`config.mk`:
```
export PLATFORM = sky130hd
export DESIGN_NAME = spi_master
export DESIGN_NICKNAME = d
export VERILOG_FILES = /design/src/rtl/spi_master.sv
export SDC_FILE = /design/constraint.sdc
export NUM_CORES = 1
export LEC_CHECK = 0
export BUFFER_PORTS_ARGS = -buffer_cell sky130_fd_sc_hd__buf_4
export CORE_MARGIN = 2
export CORE_UTILIZATION = 30
export CTS_CLUSTER_DIAMETER = 150
export CTS_CLUSTER_SIZE = 24
export DETAILED_ROUTE_END_ITERATION = 8
export GPL_TIMING_DRIVEN = 0
export SYNTH_ARGS = -nofsm -noshare
export SYNTH_HDL_FRONTEND = slang
export SYNTH_SLANG_ARGS = --single-unit
```
`constraint.sdc`:
```
create_clock -name clk -period 2.25 [get_ports clk]
set_clock_uncertainty 0.1 [all_clocks]
set_input_delay 0.3375 -clock clk [delete_from_list [all_inputs] [get_ports clk]]
set_output_delay 0.3375 -clock clk [all_outputs]
set_load 0.02 [all_outputs]
```
`src/rtl/spi_master.sv`:
```
// spi_master: mode-0 (CPOL=0, CPHA=0) SPI initiator.
// Sends one DATA_WIDTH-bit word MSB first and captures miso at the same time.
// Flow: IDLE -> SETUP (cs_n low, sclk idle) -> XFER (sclk toggling) -> HOLD -> IDLE.
// The cycle that ends HOLD raises cs_n, publishes rx_data and pulses done.
module spi_master #(
    parameter int DATA_WIDTH = 16,
    parameter int CLK_DIV    = 4,
    parameter int CS_SETUP   = 2,
    parameter int CS_HOLD    = 2
) (
    input  logic                  clk,
    input  logic                  rst,
    input  logic                  start,
    input  logic [DATA_WIDTH-1:0] tx_data,
    output logic                  busy,
    output logic                  done,
    output logic [DATA_WIDTH-1:0] rx_data,
    output logic                  sclk,
    output logic                  cs_n,
    output logic                  mosi,
    input  logic                  miso
);

    // SETUP and HOLD reuse one phase counter, so it is sized for the longer of the two.
    localparam int PH_MAX = (CS_SETUP > CS_HOLD) ? CS_SETUP : CS_HOLD;
    localparam int PH_W   = (PH_MAX > 1) ? $clog2(PH_MAX) : 1;
    localparam int HC_W   = (CLK_DIV > 1) ? $clog2(CLK_DIV) : 1;
    localparam int BC_W   = $clog2(DATA_WIDTH);

    localparam logic [PH_W-1:0] SETUP_LAST = PH_W'(CS_SETUP - 1);
    localparam logic [PH_W-1:0] HOLD_LAST  = PH_W'(CS_HOLD - 1);
    localparam logic [HC_W-1:0] HALF_LAST  = HC_W'(CLK_DIV - 1);
    localparam logic [BC_W-1:0] BIT_LAST   = BC_W'(DATA_WIDTH - 1);

    typedef enum logic [1:0] {
        IDLE  = 2'd0,
        SETUP = 2'd1,
        XFER  = 2'd2,
        HOLD  = 2'd3
    } state_t;

    state_t                state;
    logic [PH_W-1:0]       ph_cnt;
    logic [HC_W-1:0]       half_cnt;
    logic [BC_W-1:0]       bit_cnt;
    logic [DATA_WIDTH-1:0] tx_shift;
    logic [DATA_WIDTH-1:0] rx_shift;

    // Transfer sequencer: all SPI pins and handshake outputs are registered here.
    always_ff @(posedge clk) begin
        if (rst) begin
            state    <= IDLE;
            ph_cnt   <= '0;
            half_cnt <= '0;
            bit_cnt  <= '0;
            tx_shift <= '0;
            rx_shift <= '0;
            rx_data  <= '0;
            busy     <= 1'b0;
            done     <= 1'b0;
            sclk     <= 1'b0;
            cs_n     <= 1'b1;
            mosi     <= 1'b0;
        end else begin
            done <= 1'b0;
            case (state)
                IDLE: begin
                    // The first bit goes out with cs_n so it has the whole setup time to settle.
                    if (start) begin
                        tx_shift <= tx_data;
                        mosi     <= tx_data[DATA_WIDTH-1];
                        cs_n     <= 1'b0;
                        busy     <= 1'b1;
                        ph_cnt   <= '0;
                        state    <= SETUP;
                    end
                end
                SETUP: begin
                    if (ph_cnt == SETUP_LAST) begin
                        ph_cnt   <= '0;
                        half_cnt <= '0;
                        bit_cnt  <= '0;
                        sclk     <= 1'b0;
                        state    <= XFER;
                    end else begin
                        ph_cnt <= ph_cnt + PH_W'(1);
                    end
                end
                XFER: begin
                    if (half_cnt == HALF_LAST) begin
                        half_cnt <= '0;
                        if (!sclk) begin
                            // Rising sclk: the slave has held miso stable for a full half-period.
                            sclk     <= 1'b1;
                            rx_shift <= {rx_shift[DATA_WIDTH-2:0], miso};
                        end else begin
                            sclk <= 1'b0;
                            if (bit_cnt == BIT_LAST) begin
                                // Last falling edge: keep mosi on the final bit through HOLD.
                                bit_cnt <= '0;
                                ph_cnt  <= '0;
                                state   <= HOLD;
                            end else begin
                                bit_cnt  <= bit_cnt + BC_W'(1);
                                tx_shift <= tx_shift << 1;
                                mosi     <= tx_shift[DATA_WIDTH-2];
                            end
                        end
                    end else begin
                        half_cnt <= half_cnt + HC_W'(1);
                    end
                end
                HOLD: begin
                    if (ph_cnt == HOLD_LAST) begin
                        ph_cnt  <= '0;
                        cs_n    <= 1'b1;
                        mosi    <= 1'b0;
                        rx_data <= rx_shift;
                        done    <= 1'b1;
                        busy    <= 1'b0;
                        state   <= IDLE;
                    end else begin
                        ph_cnt <= ph_cnt + PH_W'(1);
                    end
                end
                default: state <= IDLE;
            endcase
        end
    end

endmodule

```
==> results.sh <==
export IMPL_outcome="complete, no violations"
export IMPL_cts_resized=0
export IMPL_cts_setup_buffers=0
export IMPL_clkTransAtPathRegs_ps=80
export IMPL_gp_congestion=0.793
export IMPL_clock_tree_root_cell="clkbuf_8"
export IMPL_finalSetupViolCount=0
export IMPL_grt_pass1_wl_um=10100
export IMPL_power_leakage_uw=0.00120
export IMPL_power_share_clock=0.295
export IMPL_place_inst=462
export IMPL_regArea_um2=1220
export IMPL_drt_pre_antenna_iters=4
export IMPL_end_kind="flop"
export IMPL_drive_above_1_share=0.192
export IMPL_rows=34
export IMPL_drv_cap=0
export IMPL_synth_warnings=0
export IMPL_cp_start_kind="flop"
export IMPL_period_share=0.916
export IMPL_diodes=0
export IMPL_synth_nets=342
export IMPL_hold_buffers=0
export IMPL_grt_start_max_net_pins=13
export IMPL_fillers=920
export IMPL_cts_tree="done"
export IMPL_final_min_clock_period_ps=2060
export IMPL_grt_setup_unrepaired="no"
export IMPL_post_dp_hpwl_um=4090
export IMPL_crit_slowest_cell="dfxtp_1"
export IMPL_syn_area_um2=2650
export IMPL_multiInputGateArea_um2=1300
export IMPL_grt_overflow=0
export IMPL_coreArea_um2=8640
export IMPL_peakVddDrop_mv=0.724
export IMPL_worst_slack_ps=190
export IMPL_die_area_um2=9590
export IMPL_required_ps=2360
export IMPL_fmax_ghz=0.485
export IMPL_intPower_uw=2430
export IMPL_path_class="reg -> reg"
export IMPL_hp_class="in -> reg"
export IMPL_antenna_found_initial=0
export IMPL_die_x_um=97.9
export IMPL_instances_no_fill=478
export IMPL_drc_errors=0
export IMPL_post_drt_wl_per_cell_um=12.3
export IMPL_clk_latency_ps=350
export IMPL_cts_sinks=61
export IMPL_met1_usage=0.160
export IMPL_fin_nets=392
export IMPL_top_usage_layer="met2"
export IMPL_die_h_um=97.9
export IMPL_routed_wl_um=5860
export IMPL_ys_ff_latch=61
export IMPL_ant_nets=0
export IMPL_hold_viol=0
export IMPL_viasPerCell=4.78
export IMPL_cts_buffers=9
export IMPL_crit_arrival_ps=2170
export IMPL_synth_seq_area_share=0.461
export IMPL_portBuffers=39
export IMPL_drt_iter0_drc=116
export IMPL_p_sw_frac=0.352
export IMPL_powerDensity_nw_per_um2=1140
export IMPL_slew_headroom=0.663
export IMPL_setup_tns_ps=0
export IMPL_drv_slew=0
export IMPL_grt_pass1_vias=2179
export IMPL_crit_fanout=10
export IMPL_tightest_slew_ps=506
export IMPL_power_uw=3750
export IMPL_h_tree_depth=3
export IMPL_p_comb_frac=0.354
export IMPL_use_met2=0.208
export IMPL_path_cells="inv_1, ha_1, nand2b_1, nand4_1, nor2_1, buf_2, a211oi_1"
export IMPL_cpPeakStageDelay_ps=380
export IMPL_p_sw_uw=1320
export IMPL_start_util=0.306
export IMPL_met3_usage=0.0472
export IMPL_syn_to_final_growth_pct=24.5
export IMPL_syn_inst=315
export IMPL_vias=2284
export IMPL_cts_max_path_buffers=2
export IMPL_power_frac_seq=0.351
export IMPL_ioPinCount=41
export IMPL_grt_usage=0.132
export IMPL_dp_slack_ps=247
export IMPL_syn_area_per_cell_um2=8.40
export IMPL_synth_cell_types=37
-- power by group through the flow --
stage / logic (uW) / clock network [uW] / registers (uW)
2_1_floorplan: 1040 / 0 / 1340
3_3_place_gp: 1320 / 0 / 1340
3_5_place_dp: 1330 / 0 / 1340
4_1_cts: 1340 / 1140 / 1320
5_1_grt: 1490 / 1180 / 1340
6_report: 1330 / 1110 / 1320
-- layout make-up --
| cell class | instances | share of cell area |
|---|---|---|
| Multi-Input combinational cell | 227 | 0.394 |
| Sequential cell | 61 | 0.371 |
| Timing Repair Buffer | 39 | 0.0888 |
| Tap cell | 108 | 0.0410 |
| Clock buffer | 9 | 0.0376 |
| Buffer | 23 | 0.0334 |
| Clock inverter | 7 | 0.0296 |
| Inverter | 4 | 0.00456 |
-- cells in the final DEF, fill, tap and decap left out, drive strengths merged, types with 2 or more instances in the layout --
cell type	netlist	final
o21ai	5	5
nand3	3	3
buf	10	49
dfxtp	61	61
nand4	3	3
mux2i	16	16
a32oi	2	2
or2	2	2
a211oi	14	14
inv	4	6
ha	7	7
o31ai	2	2
o2111ai	2	2
a21oi	59	59
nor2b	5	5
bufinv	0	2
clkinvlp	0	2
nand2b	5	5
clkbuf	13	22
nand2	77	77
nor2	14	14
-- metal layers --
layer	vias to the layer above	share of wire
li1	1189	-
met1	1027	0.48
met2	58	0.44
met3	10	0.057
met4	0	0.018
met5	-	0
-- state kept, by name, indices dropped and copies added, names as in the netlist --
name and count:
bit_cnt 4, busy 1, cs_n 1, done 1
half_cnt 2, mosi 1, ph_cnt 1, rx_data 16
rx_shift 16, sclk 1, state 2, tx_shift 15
-- logic make-up after synthesis --
| family | after synthesis | share of synthesized area |
|---|---|---|
| AO/OA/AOI/OAI | 90 | 0.210 |
| AND/OR/NAND/NOR | 114 | 0.186 |
| buffers and inverters | 27 | 0.0473 |
| flip-flops | 61 | 0.461 |
| adder cells (fa/ha/maj) | 7 | 0.0331 |
| multiplexers | 16 | 0.0619 |
-- worst max-delay path, delay by kind of cell (launching register included) --
family | cells | cell delay [ps]
simple gates | 3 | 640
buf+inv | 2 | 410
flops | 1 | 380
fa+ha+maj | 1 | 300
compound gates | 1 | 100
-- cells in the mapped netlist --
cell type / n / area share
nand4b_1: 1 / 0.0033
o2111ai_1: 2 / 0.0066
buf_2: 7 / 0.013
a2111oi_4: 1 / 0.010
a211oi_1: 14 / 0.040
a21oi_2: 1 / 0.0033
a32oi_1: 2 / 0.0066
nand2b_1: 5 / 0.012
mux2i_1: 15 / 0.057
or3_1: 1 / 0.0024
a21oi_1: 58 / 0.11
or4_1: 1 / 0.0028
nand2_1: 77 / 0.11
nand4_1: 3 / 0.0071
o32a_1: 1 / 0.0038
inv_1: 4 / 0.0057
a311oi_1: 1 / 0.0033
o21ai_0: 1 / 0.0019
nand3_1: 3 / 0.0057
nor2_1: 13 / 0.018
nor2b_2: 1 / 0.0033
and4_1: 1 / 0.0033
o31ai_1: 2 / 0.0057
a21o_4: 1 / 0.0057
clkbuf_1: 13 / 0.018
and2_1: 1 / 0.0024
buf_4: 2 / 0.0057
nor2_2: 1 / 0.0024
nor2b_1: 4 / 0.0095
o21a_1: 1 / 0.0028
or2_1: 2 / 0.0047
dfxtp_1: 61 / 0.46
mux2i_2: 1 / 0.0052
ha_1: 7 / 0.033
o21ai_1: 4 / 0.0076
a22oi_1: 1 / 0.0028
buf_6: 1 / 0.0043
-- worst paths after layout --
check | from | to | slack, ps | depth (start not counted)
max reg2reg | state[0] | tx_shift[9] | 190 | 7
min | miso | rx_shift[0] | 150 | 3
min reg2reg | rx_data[11] | rx_data[11] | 360 | 2
max | state[0] | tx_shift[9] | 190 | 7
-- through the flow --
step | cell area, um^2 | util | hold slack (ps)
after floorplan | 2650 | - | 332
after global placement | 3070 | 0.356 | 345
after detailed placement | 3070 | 0.356 | 349
after CTS | 3300 | 0.382 | 126
after global routing | 3300 | 0.382 | 135
final | 3300 | 0.382 | 145
No activity file was read; power rests on OpenSTA's default activity.
